`src/rtl/clocked_oneshot_bank_if.sv`:
```
// -----------------------------------------------------------------------------
// clocked_oneshot_bank_if
// Bundles the trigger inputs, shared configuration and per-channel status of
// the clocked one-shot bank so the block can be wired up as a single port.
//
// Signals:
//   input_pulse  [CHANNELS]  per-channel asynchronous trigger inputs
//   edge_sel     [2]         00 falling, 01 rising, 10 both, 11 triggers off
//   pulse_len    [CNT_BITS]  pulse length in cycles (0 behaves as 1)
//   retrigger    [1]         trigger during a pulse extends it
//   overrun_clr  [1]         synchronous clear of all overrun flags
//   one_shot     [CHANNELS]  registered pulse outputs
//   busy         [CHANNELS]  channel is pulsing or in its recovery cycle
//   overrun      [CHANNELS]  sticky "a trigger was dropped" flags
//
// Modports: master drives triggers/configuration, slave is the one-shot bank.
// -----------------------------------------------------------------------------
interface clocked_oneshot_bank_if #(
    parameter int CHANNELS = 4,
    parameter int CNT_BITS = 8
);
    logic [CHANNELS-1:0] input_pulse;
    logic [1:0]          edge_sel;
    logic [CNT_BITS-1:0] pulse_len;
    logic                retrigger;
    logic                overrun_clr;
    logic [CHANNELS-1:0] one_shot;
    logic [CHANNELS-1:0] busy;
    logic [CHANNELS-1:0] overrun;

    modport master (
        output input_pulse, edge_sel, pulse_len, retrigger, overrun_clr,
        input  one_shot, busy, overrun
    );

    modport slave (
        input  input_pulse, edge_sel, pulse_len, retrigger, overrun_clr,
        output one_shot, busy, overrun
    );
endinterface

```
`src/rtl/clocked_oneshot_bank.sv`:
```
// -----------------------------------------------------------------------------
// clocked_oneshot_bank
// Multi-channel clocked one-shot generator. Each channel synchronises its
// input, detects the selected edge and emits a pulse of programmable width
// and polarity, with optional retrigger/extend and a sticky overrun flag.
//
// Ports:
//   clk    rising-edge clock for all logic
//   rst_n  asynchronous active-low reset
//   bus    clocked_oneshot_bank_if.slave (triggers, configuration, status)
//
// Parameters:
//   CHANNELS        number of independent channels (1..32)
//   CNT_BITS        width of pulse_len and of each channel's down-counter
//   SYNC_STAGES     synchroniser depth (0 = input already synchronous)
//   OUT_ACTIVE_LOW  1 = one_shot active level is 0, idle is 1
// -----------------------------------------------------------------------------
module clocked_oneshot_bank #(
    parameter int CHANNELS       = 4,
    parameter int CNT_BITS       = 8,
    parameter int SYNC_STAGES    = 2,
    parameter int OUT_ACTIVE_LOW = 1
) (
    input  logic                        clk,
    input  logic                        rst_n,
    clocked_oneshot_bank_if.slave       bus
);

    typedef enum logic [1:0] {
        IDLE    = 2'b00,
        PULSE   = 2'b01,
        RECOVER = 2'b10
    } state_t;

    localparam logic                ACTIVE_LEVEL = (OUT_ACTIVE_LOW != 0) ? 1'b0 : 1'b1;
    localparam logic [CNT_BITS-1:0] ONE          = CNT_BITS'(1);

    logic                primed;
    logic [CNT_BITS-1:0] load_len;
    logic [CHANNELS-1:0] one_shot_vec;
    logic [CHANNELS-1:0] busy_vec;
    logic [CHANNELS-1:0] overrun_vec;

    // A zero length would otherwise produce no pulse at all, so it is
    // promoted to a single cycle.
    assign load_len = (bus.pulse_len == '0) ? ONE : bus.pulse_len;

    // The first cycle after reset only loads the previous-sample flops, so the
    // reset-time input level can never be mistaken for an edge.
    always_ff @(posedge clk or negedge rst_n) begin
        if (!rst_n) begin
            primed <= 1'b0;
        end else begin
            primed <= 1'b1;
        end
    end

    for (genvar i = 0; i < CHANNELS; i++) begin : g_chan
        logic                sync_val;
        logic                prev_val;
        logic                trig;
        logic                drop;
        state_t              state;
        state_t              state_next;
        logic [CNT_BITS-1:0] cnt;
        logic [CNT_BITS-1:0] cnt_next;
        logic                one_shot_q;
        logic                busy_q;
        logic                overrun_q;

        if (SYNC_STAGES == 0) begin : g_raw
            assign sync_val = bus.input_pulse[i];
        end else begin : g_sync
            logic [SYNC_STAGES-1:0] chain;

            // Plain flop chain bringing the asynchronous input into the clock
            // domain; the last stage is the only one the logic looks at.
            always_ff @(posedge clk or negedge rst_n) begin
                if (!rst_n) begin
                    chain <= '0;
                end else begin
                    chain[0] <= bus.input_pulse[i];
                    for (int s = 1; s < SYNC_STAGES; s++) begin
                        chain[s] <= chain[s-1];
                    end
                end
            end

            assign sync_val = chain[SYNC_STAGES-1];
        end

        // Previous synchronised sample, compared against the current one to
        // find transitions.
        always_ff @(posedge clk or negedge rst_n) begin
            if (!rst_n) begin
                prev_val <= 1'b0;
            end else begin
                prev_val <= sync_val;
            end
        end

        // Edge detector: only the transition direction chosen by edge_sel
        // counts, and nothing counts until the priming cycle has passed.
        always_comb begin
            trig = 1'b0;
            if (primed) begin
                case (bus.edge_sel)
                    2'b00:   trig = prev_val & ~sync_val;
                    2'b01:   trig = ~prev_val & sync_val;
                    2'b10:   trig = prev_val ^ sync_val;
                    default: trig = 1'b0;
                endcase
            end
        end

        // Channel state, counter and registered outputs. Outputs are decoded
        // from the next state so they change on the same edge as the state.
        always_ff @(posedge clk or negedge rst_n) begin
            if (!rst_n) begin
                state      <= IDLE;
                cnt        <= '0;
                one_shot_q <= ~ACTIVE_LEVEL;
                busy_q     <= 1'b0;
                overrun_q  <= 1'b0;
            end else begin
                state      <= state_next;
                cnt        <= cnt_next;
                one_shot_q <= (state_next == PULSE) ? ACTIVE_LEVEL : ~ACTIVE_LEVEL;
                busy_q     <= (state_next != IDLE);
                if (drop) begin
                    overrun_q <= 1'b1;
                end else if (bus.overrun_clr) begin
                    overrun_q <= 1'b0;
                end
            end
        end

        // Next-state logic. The counter holds the number of active cycles
        // still to come including the current one, so the pulse ends when it
        // reads one; the <= test keeps it from ever wrapping below zero.
        always_comb begin
            state_next = state;
            cnt_next   = cnt;
            drop       = 1'b0;
            case (state)
                IDLE: begin
                    if (trig) begin
                        state_next = PULSE;
                        cnt_next   = load_len;
                    end
                end
                PULSE: begin
                    if (trig && bus.retrigger) begin
                        cnt_next = load_len;
                    end else begin
                        drop = trig;
                        if (cnt <= ONE) begin
                            state_next = RECOVER;
                            cnt_next   = '0;
                        end else begin
                            cnt_next = cnt - ONE;
                        end
                    end
                end
                RECOVER: begin
                    if (trig) begin
                        state_next = PULSE;
                        cnt_next   = load_len;
                    end else begin
                        state_next = IDLE;
                    end
                end
                default: begin
                    state_next = IDLE;
                    cnt_next   = '0;
                end
            endcase
        end

        assign one_shot_vec[i] = one_shot_q;
        assign busy_vec[i]     = busy_q;
        assign overrun_vec[i]  = overrun_q;
    end

    assign bus.one_shot = one_shot_vec;
    assign bus.busy     = busy_vec;
    assign bus.overrun  = overrun_vec;

endmodule

```
`src/flat_wrapper.sv`:
```
// flat-port wrapper written by rule: the top's interface ports become plain ports
module clocked_oneshot_bank_flat 
#(
    parameter int CHANNELS       = 4,
    parameter int CNT_BITS       = 8,
    parameter int SYNC_STAGES    = 2,
    parameter int OUT_ACTIVE_LOW = 1
)
  (clk, rst_n, bus_input_pulse, bus_edge_sel, bus_pulse_len, bus_retrigger, bus_overrun_clr, bus_one_shot, bus_busy, bus_overrun);
  clocked_oneshot_bank_if #(.CHANNELS(CHANNELS), .CNT_BITS(CNT_BITS)) bus_i ();
  input  logic clk;
  input  logic rst_n;
  input wire logic [$bits(bus_i.input_pulse)-1:0] bus_input_pulse;
  input wire logic [$bits(bus_i.edge_sel)-1:0] bus_edge_sel;
  input wire logic [$bits(bus_i.pulse_len)-1:0] bus_pulse_len;
  input wire logic [$bits(bus_i.retrigger)-1:0] bus_retrigger;
  input wire logic [$bits(bus_i.overrun_clr)-1:0] bus_overrun_clr;
  output wire logic [$bits(bus_i.one_shot)-1:0] bus_one_shot;
  output wire logic [$bits(bus_i.busy)-1:0] bus_busy;
  output wire logic [$bits(bus_i.overrun)-1:0] bus_overrun;
  assign bus_i.input_pulse = bus_input_pulse;
  assign bus_i.edge_sel = bus_edge_sel;
  assign bus_i.pulse_len = bus_pulse_len;
  assign bus_i.retrigger = bus_retrigger;
  assign bus_i.overrun_clr = bus_overrun_clr;
  assign bus_one_shot = bus_i.one_shot;
  assign bus_busy = bus_i.busy;
  assign bus_overrun = bus_i.overrun;
  clocked_oneshot_bank #(.CHANNELS(CHANNELS), .CNT_BITS(CNT_BITS), .SYNC_STAGES(SYNC_STAGES), .OUT_ACTIVE_LOW(OUT_ACTIVE_LOW)) u_core (.clk(clk), .rst_n(rst_n), .bus(bus_i));
endmodule
```
`config.mk`:
```
export PLATFORM = sky130hd
export DESIGN_NAME = clocked_oneshot_bank_flat
export DESIGN_NICKNAME = d
export VERILOG_FILES = /design/src/rtl/clocked_oneshot_bank_if.sv /design/src/rtl/clocked_oneshot_bank.sv /design/src/flat_wrapper.sv
export SDC_FILE = /design/constraint.sdc
export NUM_CORES = 1
export LEC_CHECK = 0
export ABC_AREA = 0
export CAP_MARGIN = 5
export CORE_UTILIZATION = 50
export CTS_CLUSTER_DIAMETER = 120
export DETAILED_ROUTE_END_ITERATION = 12
export PLACE_DENSITY = 0.8
export REMOVE_ABC_BUFFERS = 1
export SETUP_SLACK_MARGIN = 0.05
export SLEW_MARGIN = 20
export SYNTH_ARGS = -nofsm -noshare
export SYNTH_HDL_FRONTEND = slang
export SYNTH_SLANG_ARGS = --single-unit
export TNS_END_PERCENT = 5
```
`constraint.sdc`:
```
create_clock -name clk -period 2.71 [get_ports clk]
set_input_delay 0.271 -clock clk [delete_from_list [all_inputs] [get_ports clk]]
set_output_delay 0.271 -clock clk [all_outputs]
set_load 0.05 [all_outputs]
```
======== Word-level counts from Yosys, hierarchy flattened ========
Cells that the tools add are included.
operators by class
  add/subtract/negate cells ............... 4
  multiply operators ...................... 0
  divide/modulo/power cells ............... 0
  magnitude comparators ................... 4
  eq/ne operators ......................... 18
  shift operators ......................... 0
  multiplexer cells ....................... 62
  bitwise gates (word level) .............. 20
  reductions and logical operators ........ 22
operator list
  cell                                                                    number
  8-bit 2-to-1 mux                                                        13
  8-bit one-hot mux with 2 select lines                                   4
  8-bit by 1-bit <= comparator with 1-bit output (second input constant)  4
  8-bit by 1-bit subtractor with 8-bit output (second input constant)     4
  1-bit 2-to-1 mux                                                        25
  2-bit 2-to-1 mux                                                        12
  2-bit one-hot mux with 3 select lines                                   4
  2-bit by 1-bit == test with 1-bit output (second input constant)        9
  2-bit nonzero test                                                      8
  1-bit one-hot mux with 3 select lines                                   4
  2-bit == test (second input constant)                                   5
  2-bit zero test                                                         5
  1-bit AND                                                               8
  8-bit zero test                                                         1
  2-bit by 1-bit != test with 1-bit output (second input constant)        4
  1-bit NOT                                                               8
  2-bit OR reduction                                                      4
  1-bit logical AND                                                       4
  1-bit XOR                                                               4
storage, ports and cells
  register bits ........................... 65
  latch bits .............................. 0
  RAM bits ................................ 0
  ROM bits ................................ 0
  input bits .............................. 18
  output and inout port bits .............. 12
  memories kept ........................... 0

======== Depth between registers and ports, before layout ========
Gate-level depths: netlist (run 1).
  word-level depth ........................ 9
  gate-level depth with buffers ........... 8
  mapped depth without buffers ............ 7

======== Least setup slack after synthesis (run 1) ========
OpenSTA, ideal clock, no wires.
  path type ............................... register to register
  start ................................... register u_core.g_chan[0].g_sync.chain[1]
  end ..................................... register u_core.g_chan[0].cnt[5]
  setup time .............................. 0.120 ns
  arrival ................................. 1.814 ns
  data required time ...................... 2.590 ns
  setup slack ............................. 0.776 ns
  stages on the path, launching flop included .. 9
  buffers on the path ..................... 1
  cell sequence ........................... dfrtp_1 inv_1 ha_1 o21ai_0 o211a_1 buf_2 mux2i_1 nor2_1 a31o_2
between the ends
  word-level cells in the longest chain between the ends .. 7
  elaborated cells on any way between the ends .. 10
ends and longest elaborated chain
  item                                     line                         RTL
  from (decl)                              clocked_oneshot_bank.sv:74   logic [SYNC_STAGES-1:0] chain;
  from (signal, indexed assignment)        clocked_oneshot_bank.sv:84   chain[s] <= chain[s-1];
  1-bit NOT                                clocked_oneshot_bank.sv:108  2'b00: trig = prev_val & ~sync_val;
  1-bit AND                                clocked_oneshot_bank.sv:108
  1-bit one-hot mux with 3 select lines *  clocked_oneshot_bank.sv:107  case (bus.edge_sel)
  1-bit 2-to-1 mux *                       clocked_oneshot_bank.sv:106  if (primed) begin
  1-bit logical AND                        clocked_oneshot_bank.sv:153  if (trig && bus.retrigger) begin
  8-bit 2-to-1 mux                         clocked_oneshot_bank.sv:153
  8-bit one-hot mux with 2 select lines    clocked_oneshot_bank.sv:145  case (state)
  to (signal assigned)                     clocked_oneshot_bank.sv:127  cnt <= cnt_next;
  to (decl)                                clocked_oneshot_bank.sv:65   logic [CNT_BITS-1:0] cnt;
Every way passes the cells marked *; elsewhere a longest branch is shown, timed or not.
A chain may end at the register's enable or synchronous reset.

======== Worst setup path after layout (run 1) ========
  start ................................... register u_core.g_chan[0].g_sync.chain[1]
  end ..................................... register u_core.g_chan[0].cnt[3]
Same word-level chain as after synthesis.

==> impl_metrics.csv, run 1 <==
group,metric,value,unit
timing,setup_viol,0,
clock_tree,cts-buffers-inserted,9,
logic_synthesis,syn_inst,437,
timing,max_slew.worst_pin.slew,816,ps
route,drtAntennaViolNets,0,
timing,max_freq,0.458,GHz
die,die_w,92.4,um
route,wl_per_cell,17.3,um
grt,grt_max_degree,66,
logic_synthesis,netlist_top_cells_area,"dfrtp_1, ha_1, o21ai_0",
clock_tree,cts.htree.levels,3,
clock_tree,clockRootBuffer,"clkbuf_8",
route,via_count,3497,
logic_synthesis,yosysTopAreaCell,"dfrtp_1",
clock_tree,post_cts_buffers,0,
setup_path,endpoint_kind,"flop",
flow_run,cap_violations,0,
setup_path,cp-start-kind,"flop",
cells_and_area,drive_above_1_share,0.113,
clock_tree,clk_latency,350,ps
setup_path,path_cells,"inv_1 > ha_1 > o21ai_0 > o211ai_2 > a311oi_1 > a21oi_1 > o311a_1",
cells_and_area,area_growth,11.5,%
place,hpwl,6.71,mm
timing,slew_headroom,0.456,
cells_and_area,antenna_cells,0,
die,fp-row-count,32,
clock_tree,path_clk_slew,70,ps
route,drt_first_iter_violations,264,
clock_tree,clock_path_buffers,2,
grt,grt_pass1_wl,16.2,mm
hold_path,hold_path_class,"in2async",
cells_and_area,n_fill_cell,668,
power_and_ir_drop,p_per_area,1000,mW/mm2
grt,grt_usage,0.245,
setup_path,r2r_slack,530,ps
setup_path,cpMaxStageDelayCell,"o21ai_0",
cells_and_area,fin_nets,491,
clock_tree,cts-hold-fix-buffers,0,
logic_synthesis,synth_edf_count,0,
setup_path,r2r_cells,7,
timing,skew,6.93,ps
die,pin_count,30,
setup_path,max_stage_delay,430,ps
run_status,status,"complete, no violations",
grt,antenna_found_initial,0,
setup_path,r2r_start,"u_core.g_chan[0].g_sync.chain[1]",
timing,fin_crit,2180,ps
place,pre_cts_slack,290,ps
place,port_buffers,29,
logic_synthesis,synth_flop_cell,"dfrtp_1",
logic_synthesis,ys_async_sr_fraction,1.00,
setup_path,crit_fanout,9,
route,routed_wl,9.75,mm
timing,slew_viol_final,0,
logic_synthesis,syn_area,0.00409,mm2
die,die-area,0.00855,mm2
timing,finalSetupTns,0,ps
clock_tree,cts_resized,0,
logic_synthesis,yosysTopAreaCellShare,0.373,
die,start_util,0.524,
logic_synthesis,yosysSeqAreaShare,0.399,
logic_synthesis,ys_warn_count,0,
timing,hold_viol,0,
die,die_h,92.4,um
timing,rsz0062_at_grt,"no",
grt,overflow,0,
logic_synthesis,syn_avg_cell_area,9.36,um2
place,routabilityCongestion,0.933,
clock_tree,cts.sinks,65,
die,coreArea,0.00781,mm2
setup_path,crit_family,"compound AO/OA/AOI/OAI gates",
setup_path,reg2reg_to,"u_core.g_chan[0].cnt[3]",
timing,final.period_utilization,0.806,
route,vias_per_cell,6.22,
setup_path,path_buf_inv,1,
logic_synthesis,synth.distinct_cells,70,
setup_path,crit_required,2940,ps
power_and_ir_drop,peakVddDrop,0.000491,V
logic_synthesis,synth.top_cells.by_count,"dfrtp_1, nor2_1, nand2_1, inv_1, o21ai_0",
route,drc_errors,0,
grt,grt_pass1_vias,3295,
power_and_ir_drop,p_leak,1.95,nW
setup_path,path_class,"reg2reg",
timing,fin_ws,525,ps
route,detail_route.first_pass.iterations,5,
clock_tree,cts_tree,"done",
logic_synthesis,yosysMostFrequentCell,"dfrtp_1",
setup_path,arrival,2410,ps
logic_synthesis,ys_ff_latch,65,
-- kinds of logic (layout without fill, tap and decap cells) --
kind of cell / after synthesis / in the layout / share of synthesized area
xor gates and xnor gates: 14 / 14 / 0.0300
adders and majority gates: 16 / 16 / 0.0489
muxes: 18 / 18 / 0.0480
buffers and inverters: 64 / 87 / 0.0786
other: 1 / 1 / 0.000917
AOI/OAI and AO/OA: 131 / 131 / 0.238
DFF: 65 / 65 / 0.399
and+or+nand+nor: 128 / 128 / 0.157
-- worst max-delay path by stage --
stage | endpoint | depth (start not counted) | slack, ps | startpoint
2_1_floorplan | u_core.g_chan[2].cnt[6] | 6 | 680 | u_core.g_chan[2].g_sync.chain[1]
3_3_place_gp | u_core.g_chan[1].cnt[4] | 5 | 290 | bus_edge_sel[0]
3_5_place_dp | u_core.g_chan[1].cnt[4] | 5 | 290 | bus_edge_sel[0]
4_1_cts | u_core.g_chan[0].cnt[5] | 7 | 540 | u_core.g_chan[0].g_sync.chain[1]
5_1_grt | u_core.g_chan[0].cnt[3] | 7 | 360 | u_core.g_chan[0].g_sync.chain[1]
6_report | u_core.g_chan[0].cnt[3] | 7 | 530 | u_core.g_chan[0].g_sync.chain[1]
-- per-stage QoR --
stage                     cells  power [mW]  hold WS, ps  utilization  area (um2)
after floorplan             403        3.25        -24.6            -        3880
after global routing        562        4.93          184        0.584        4560
after global placement      548        3.75          333        0.563        4400
final                       562        4.58         89.8        0.584        4560
after CTS                   562        4.56          133        0.584        4560
after detailed placement    548        3.83          342        0.563        4400
-- registers in the layout, indices dropped and copies added (netlist names) --
| signal | flops |
|---|---|
| u_core.g_chan.prev_val | 4 |
| u_core.g_chan.cnt | 32 |
| u_core.g_chan.busy_q | 4 |
| u_core.g_chan.one_shot_q | 4 |
| u_core.primed | 1 |
| u_core.g_chan.overrun_q | 4 |
| u_core.g_chan.g_sync.chain | 8 |
| u_core.g_chan.state | 8 |
-- layer usage --
layer	global-route usage	vias up	routed length (um)	part of all wire
met5	0	-	0	0
met4	0.102	0	179	0.018
met3	0.0402	17	699	0.072
met2	0.370	135	4480	0.46
met1	0.349	1711	4390	0.45
li1	-	1634	-	-
-- where the power goes --
group	leakage (nW)	switching [mW]	internal (mW)	total, mW
Sequential	0.767	0.432	1.33	1.76
Clock	0.0826	0.356	0.374	0.730
Combinational	1.10	1.16	0.935	2.09
-- cells in the final DEF, fill, tap and decap left out, drive strengths merged, types with 4 or more instances in the layout --
cell,count
buf,15
o211ai,5
xnor2,10
nand2b,7
o31ai,8
o22ai,6
a211oi,7
nand2,32
a21oi,18
a311oi,8
mux2,4
o21ai,30
mux2i,14
clkbuf,14
nor2,35
xor2,4
dfstp,4
nand3,4
clkdlybuf4s50,28
inv,30
dfrtp,61
ha,16
o2111ai,4
nor4,10
nor3,20
-- layout make-up --
class	count	area, um2	share of cell area
inverters	30	113	0.0247
well taps	102	128	0.0280
clock buffers	14	163	0.0357
flip-flops and latches	65	1630	0.358
multi-input cells	308	2140	0.468
repair buffers	43	390	0.0856
No activity file was read; power rests on OpenSTA's default activity.
==> inputs of run 2 (changes only) <==
PLACE_DENSITY = 0.82   (was 0.8)
clock period = 1.8 ns   (was 2.71 ns; I/O delays follow)
==> impl_metrics.csv, run 2 (synthesized netlist as in run 1, its figures left out) <==
group,metric,value,unit
cells_and_area,antenna_cells,0,
cells_and_area,largestRegisters,"u_core.g_chan.cnt x32, u_core.g_chan.g_sync.chain x8, u_core.g_chan.state x8",
setup_path,path_cells,"inv_2 > ha_2 > mux2_4 > o2111ai_2 > buf_6 > a21boi_0 > o21ai_0 > and3_1",
hold_path,hp-start,"bus_input_pulse[3]",
grt,grt_pass1_wl,19.4,mm
die,start_util,0.524,
clock_tree,cts_tree,"done",
hold_path,hold_path_class,"in2reg",
setup_path,cpMaxStageDelayCell,"dfrtp_1",
power_and_ir_drop,peakVddDrop,0.000941,V
cells_and_area,fin_nets,571,
route,drc_errors,0,
grt,antenna_found_initial,0,
route,detail_route.first_pass.iterations,6,
run_status,status,"finished, violations left",
place,hpwl,7.80,mm
place,placed_cells,617,
route,routed_wl,12.2,mm
place,place_area,0.00492,mm2
clock_tree,cts.sinks,65,
clock_tree,clk_latency,350,ps
timing,setup_viol,26,
timing,finalSetupTns,-1640,ps
route,drtAntennaViolNets,0,
grt,grt_max_degree,66,
route,wl_per_cell,18.9,um
cells_and_area,final_cell_mix,"buf_4, dfrtp_1, nor2_1, nand2_1, inv_1",
run_status,violations,"negative setup slack",
timing,max_slew.worst_pin.slew,506,ps
timing,slew_headroom,0.662,
clock_tree,cts.htree.levels,3,
die,fp-row-count,32,
place,routabilityCongestion,0.912,
setup_path,crit_required,2040,ps
timing,hold_viol,0,
clock_tree,path_clk_slew,80,ps
flow_run,cap_violations,0,
cells_and_area,postLayoutCellArea,0.00550,mm2
cells_and_area,final_common_cell,"buf_4",
setup_path,path_class,"reg2reg",
setup_path,r2r_slack,-170,ps
setup_path,arrival,2210,ps
route,vias_per_cell,6.26,
power_and_ir_drop,p_per_area,1480,mW/mm2
cells_and_area,final_cell_count_no_fill,643,
clock_tree,clock_path_buffers,2,
cells_and_area,area_growth,34.4,%
route,via_count,4024,
setup_path,reg2reg_to,"u_core.g_chan[2].cnt[2]",
setup_path,cp-start-kind,"flop",
setup_path,path_buf_inv,2,
timing,fin_ws,-174,ps
power_and_ir_drop,fin_total_pwr,8.11,mW
die,die_w,92.4,um
grt,grt_usage,0.291,
setup_path,max_stage_delay,410,ps
timing,final.period_utilization,1.10,
timing,fin_crit,1970,ps
hold_path,holdPathStages,1,
hold_path,whs_endpoint,"u_core.g_chan[3].g_sync.chain[0]",
clock_tree,clockRootBuffer,"clkbuf_8",
setup_path,r2r_start,"u_core.g_chan[2].prev_val",
place,port_buffers,29,
cells_and_area,drive_above_1_share,0.331,
clock_tree,cts-buffers-inserted,9,
timing,max_freq,0.507,GHz
cells_and_area,largest_register_ff_count,32,
die,coreArea,0.00781,mm2
die,die_h,92.4,um
setup_path,endpoint_kind,"flop",
setup_path,crit_fanout,10,
die,pin_count,30,
cells_and_area,regMostFlops,"u_core.g_chan.cnt",
timing,rsz0062_at_grt,"yes",
setup_path,crit_family,"compound AO/OA/AOI/OAI gates",
grt,grt_pass1_vias,4036,
timing,skew,9.92,ps
setup_path,r2r_cells,8,
power_and_ir_drop,p_leak,2.40,nW
route,drt_first_iter_violations,341,
grt,overflow,0,
die,die-area,0.00855,mm2
timing,slew_viol_final,0,
run 2: changes by cell type in the layout (fill, tap and decap cells not counted), sizes merged:
cell	delta
dlymetal6s2s	+1
bufinv	+1
dlygate4sd2	+1
o2111a	+1
clkbuf	-5
clkinv	+3
dlygate4sd3	+1
clkdlybuf4s50	-6
clkinvlp	+2
buf	+82
run 2: through the flow:
step	hold slack [ps]	util	worst slack (ps)
floorplan	-116	-	-226
global placement	211	0.630	-415
detailed placement	225	0.630	-483
CTS	260	0.687	-110
global route	261	0.704	-219
finish	267	0.704	-174
run 2: worst max path at each step:
stage	from	endpoint	slack (ps)	cells after the start
floorplan	u_core.g_chan[2].g_sync.chain[1]	u_core.g_chan[2].cnt[6]	-230	6
CTS	u_core.g_chan[1].g_sync.chain[1]	u_core.g_chan[1].cnt[0]	-110	6
global route	u_core.g_chan[0].g_sync.chain[1]	u_core.g_chan[0].cnt[0]	-220	7
finish	u_core.g_chan[2].prev_val	u_core.g_chan[2].cnt[2]	-170	8
detailed placement	bus_edge_sel[0]	u_core.g_chan[0].cnt[0]	-480	7
global placement	bus_edge_sel[0]	u_core.g_chan[1].cnt[0]	-410	6
run 2: power by group:
group          switching, mW  internal (mW)  leakage (nW)  total, mW
clock network          0.625          0.624        0.0909       1.25
logic                   2.34           2.03          1.54       4.37
registers              0.498           2.00         0.767       2.49
run 2: per-layer routing:
| metal | vias to the layer above | global-route usage | part of all wire |
|---|---|---|---|
| met1 | 1969 | 0.358 | 0.41 |
| li1 | 1803 | - | - |
| met3 | 43 | 0.0452 | 0.061 |
| met2 | 209 | 0.487 | 0.49 |
| met5 | - | 0 | 0 |
| met4 | 0 | 0.156 | 0.036 |
run 2: worst reg2reg max path: stages, from the launching register on:
cell	delay, ps
dfrtp_1	410
inv_2	50
ha_2	160
mux2_4	280
o2111ai_2	260
buf_6	180
a21boi_0	240
o21ai_0	110
and3_1	170
run 2: what timing repair did:
item                                    4_1_cts  5_1_grt
pin swaps                                    16        9
resized for setup                            44       29
endpoints found under the setup margin       43       45
buffers inserted                              7        2
hold buffers                                  1        0
endpoints found under the hold margin        61        0
cloned                                        1        0
run 2: cell type report:
cell class                 count  area (um2)
clock buffer                   9         124
clock inverter                 6        60.1
fill                         569        2310
inverter                      30         113
multi-input combinational    309        2390
sequential                    65        1630
tap                          102         128
timing repair buffer         122        1050
==> inputs of run 3 (changes only) <==
CORE_MARGIN = 8   (was default)
CORE_UTILIZATION = 53   (was 50)
PLACE_DENSITY = 0.86   (was 0.82)
==> impl_metrics.csv, run 3 (synthesized netlist as in run 1, its figures left out) <==
group,metric,value,unit
cells_and_area,n_fill_cell,512,
clock_tree,clockRootBuffer,"clkbuf_8",
clock_tree,path_clk_slew,90,ps
timing,hold_slack,254,ps
place,port_buffers,29,
place,hpwl,8.15,mm
route,drtAntennaViolNets,0,
clock_tree,clk_latency,370,ps
timing,max_slew.worst_pin.slew,515,ps
setup_path,crit_required,2100,ps
cells_and_area,final_common_cell,"buf_4",
cells_and_area,area_growth,34.7,%
grt,grt_pass1_wl,19.3,mm
cells_and_area,largest_register_ff_count,32,
setup_path,r2r_cells,10,
route,drt_first_iter_violations,434,
run_status,violations,"negative setup slack",
timing,final.period_utilization,1.14,
flow_run,cap_violations,0,
route,wl_per_cell,20.5,um
route,routed_wl,13.4,mm
timing,setup_viol,36,
route,vias_per_cell,6.40,
hold_path,hp-start,"bus_input_pulse[3]",
setup_path,path_class,"reg2reg",
power_and_ir_drop,p_per_area,1550,mW/mm2
cells_and_area,postLayoutCellArea,0.00551,mm2
timing,max_freq,0.486,GHz
grt,grt_pass1_vias,4006,
power_and_ir_drop,p_leak,2.45,nW
timing,skew,13.6,ps
cells_and_area,seqCellArea,0.00163,mm2
cells_and_area,multi_input_area,0.00233,mm2
clock_tree,cts_tree,"done",
timing,hold_viol,0,
grt,overflow,0,
die,die_w,104,um
die,start_util,0.538,
die,die-area,0.0108,mm2
cells_and_area,final_cell_mix,"buf_4, dfrtp_1, nor2_1, nand2_1, inv_1",
setup_path,endpoint_kind,"flop",
clock_tree,cts.sinks,65,
power_and_ir_drop,peakVddDrop,0.00105,V
setup_path,r2r_slack,-260,ps
die,pin_count,30,
setup_path,crit_fanout,6,
die,coreArea,0.00761,mm2
place,routabilityCongestion,0.893,
place,placed_cells,632,
place,pre_cts_slack,-565,ps
route,drc_errors,0,
clock_tree,cts.htree.levels,3,
run_status,status,"finished, violations left",
hold_path,whs_endpoint,"u_core.g_chan[3].g_sync.chain[0]",
cells_and_area,drive_above_1_share,0.322,
cells_and_area,antenna_cells,0,
clock_tree,cts-buffers-inserted,9,
die,die_h,104,um
hold_path,holdPathStages,1,
hold_path,hold_path_class,"in2reg",
grt,grt_max_degree,66,
cells_and_area,final_util,0.724,
timing,rsz0062_at_grt,"yes",
die,fp-row-count,32,
setup_path,startpoint,"u_core.g_chan[0].g_sync.chain[1]",
setup_path,arrival,2360,ps
clock_tree,clock_path_buffers,2,
setup_path,r2r_start,"u_core.g_chan[0].g_sync.chain[1]",
cells_and_area,regMostFlops,"u_core.g_chan.cnt",
route,detail_route.first_pass.iterations,5,
grt,grt_usage,0.217,
cells_and_area,fin_nets,579,
timing,fin_crit,2060,ps
cells_and_area,largestRegisters,"u_core.g_chan.cnt x32, u_core.g_chan.g_sync.chain x8, u_core.g_chan.state x8",
route,via_count,4175,
setup_path,cp-start-kind,"flop",
grt,antenna_found_initial,0,
place,place_area,0.00504,mm2
timing,slew_viol_final,0,
timing,slew_headroom,0.656,
cells_and_area,final_cell_count_no_fill,652,
timing,fin_ws,-258,ps
setup_path,reg2reg_to,"u_core.g_chan[0].cnt[4]",
run 3: area by class of cell:
| class | instances | share of cell area |
|---|---|---|
| multi-input cells | 309 | 0.423 |
| well taps | 102 | 0.0232 |
| inverters | 30 | 0.0204 |
| clock buffers | 9 | 0.0225 |
| clock inverters | 7 | 0.0170 |
| repair buffers | 130 | 0.198 |
| flip-flops and latches | 65 | 0.296 |
run 3: stage by stage:
| stage | power, mW | setup TNS, ps |
|---|---|---|
| 3_3_place_gp | 6.35 | -12850 |
| 2_1_floorplan | 4.89 | -1350 |
| 4_1_cts | 8.12 | -2690 |
| 3_5_place_dp | 6.53 | -15640 |
| 5_1_grt | 8.94 | -7410 |
| 6_report | 8.52 | -4380 |
run 3: where the power goes:
| part | internal, mW | total (mW) | switching, mW |
|---|---|---|---|
| combinational | 2.10 | 4.58 | 2.48 |
| sequential | 2.00 | 2.51 | 0.516 |
| clock | 0.779 | 1.43 | 0.647 |
| total | 4.88 | 8.52 | 3.64 |
run 3: worst max-delay path: stages, from the launching register on:
cell and delay (ps):
dfrtp_1 380, inv_1 60, ha_1 310, o21ai_1 130, buf_4 150, buf_6 140
o2111a_2 250, buf_6 140, nand2_1 70, a211oi_2 220, o21bai_1 150
run 3: layer usage:
metal  routed length (um)  global-route usage  share of wire
met1                 4990               0.265           0.37
met2                 6440               0.357           0.48
met3                 1250              0.0514          0.094
met4                  689              0.0962          0.052
met5                    0                   0              0
run 3: repair_timing:
action,CTS,global route
resized for setup,21,39
pin swaps,6,9
buffers inserted,1,1
hold buffers,1,0
hold endpoints to repair,61,0
gates cloned,1,0
endpoints found under the setup margin,43,48
run 3: how the worst max path moves through the flow:
stage | to | slack, ps | depth (start not counted)
after floorplan | u_core.g_chan[2].cnt[6] | -230 | 6
after global placement | u_core.g_chan[1].cnt[0] | -440 | 6
after detailed placement | u_core.g_chan[1].cnt[0] | -570 | 6
after CTS | u_core.g_chan[2].cnt[0] | -150 | 8
after global routing | u_core.g_chan[0].cnt[4] | -340 | 10
final | u_core.g_chan[0].cnt[4] | -260 | 10
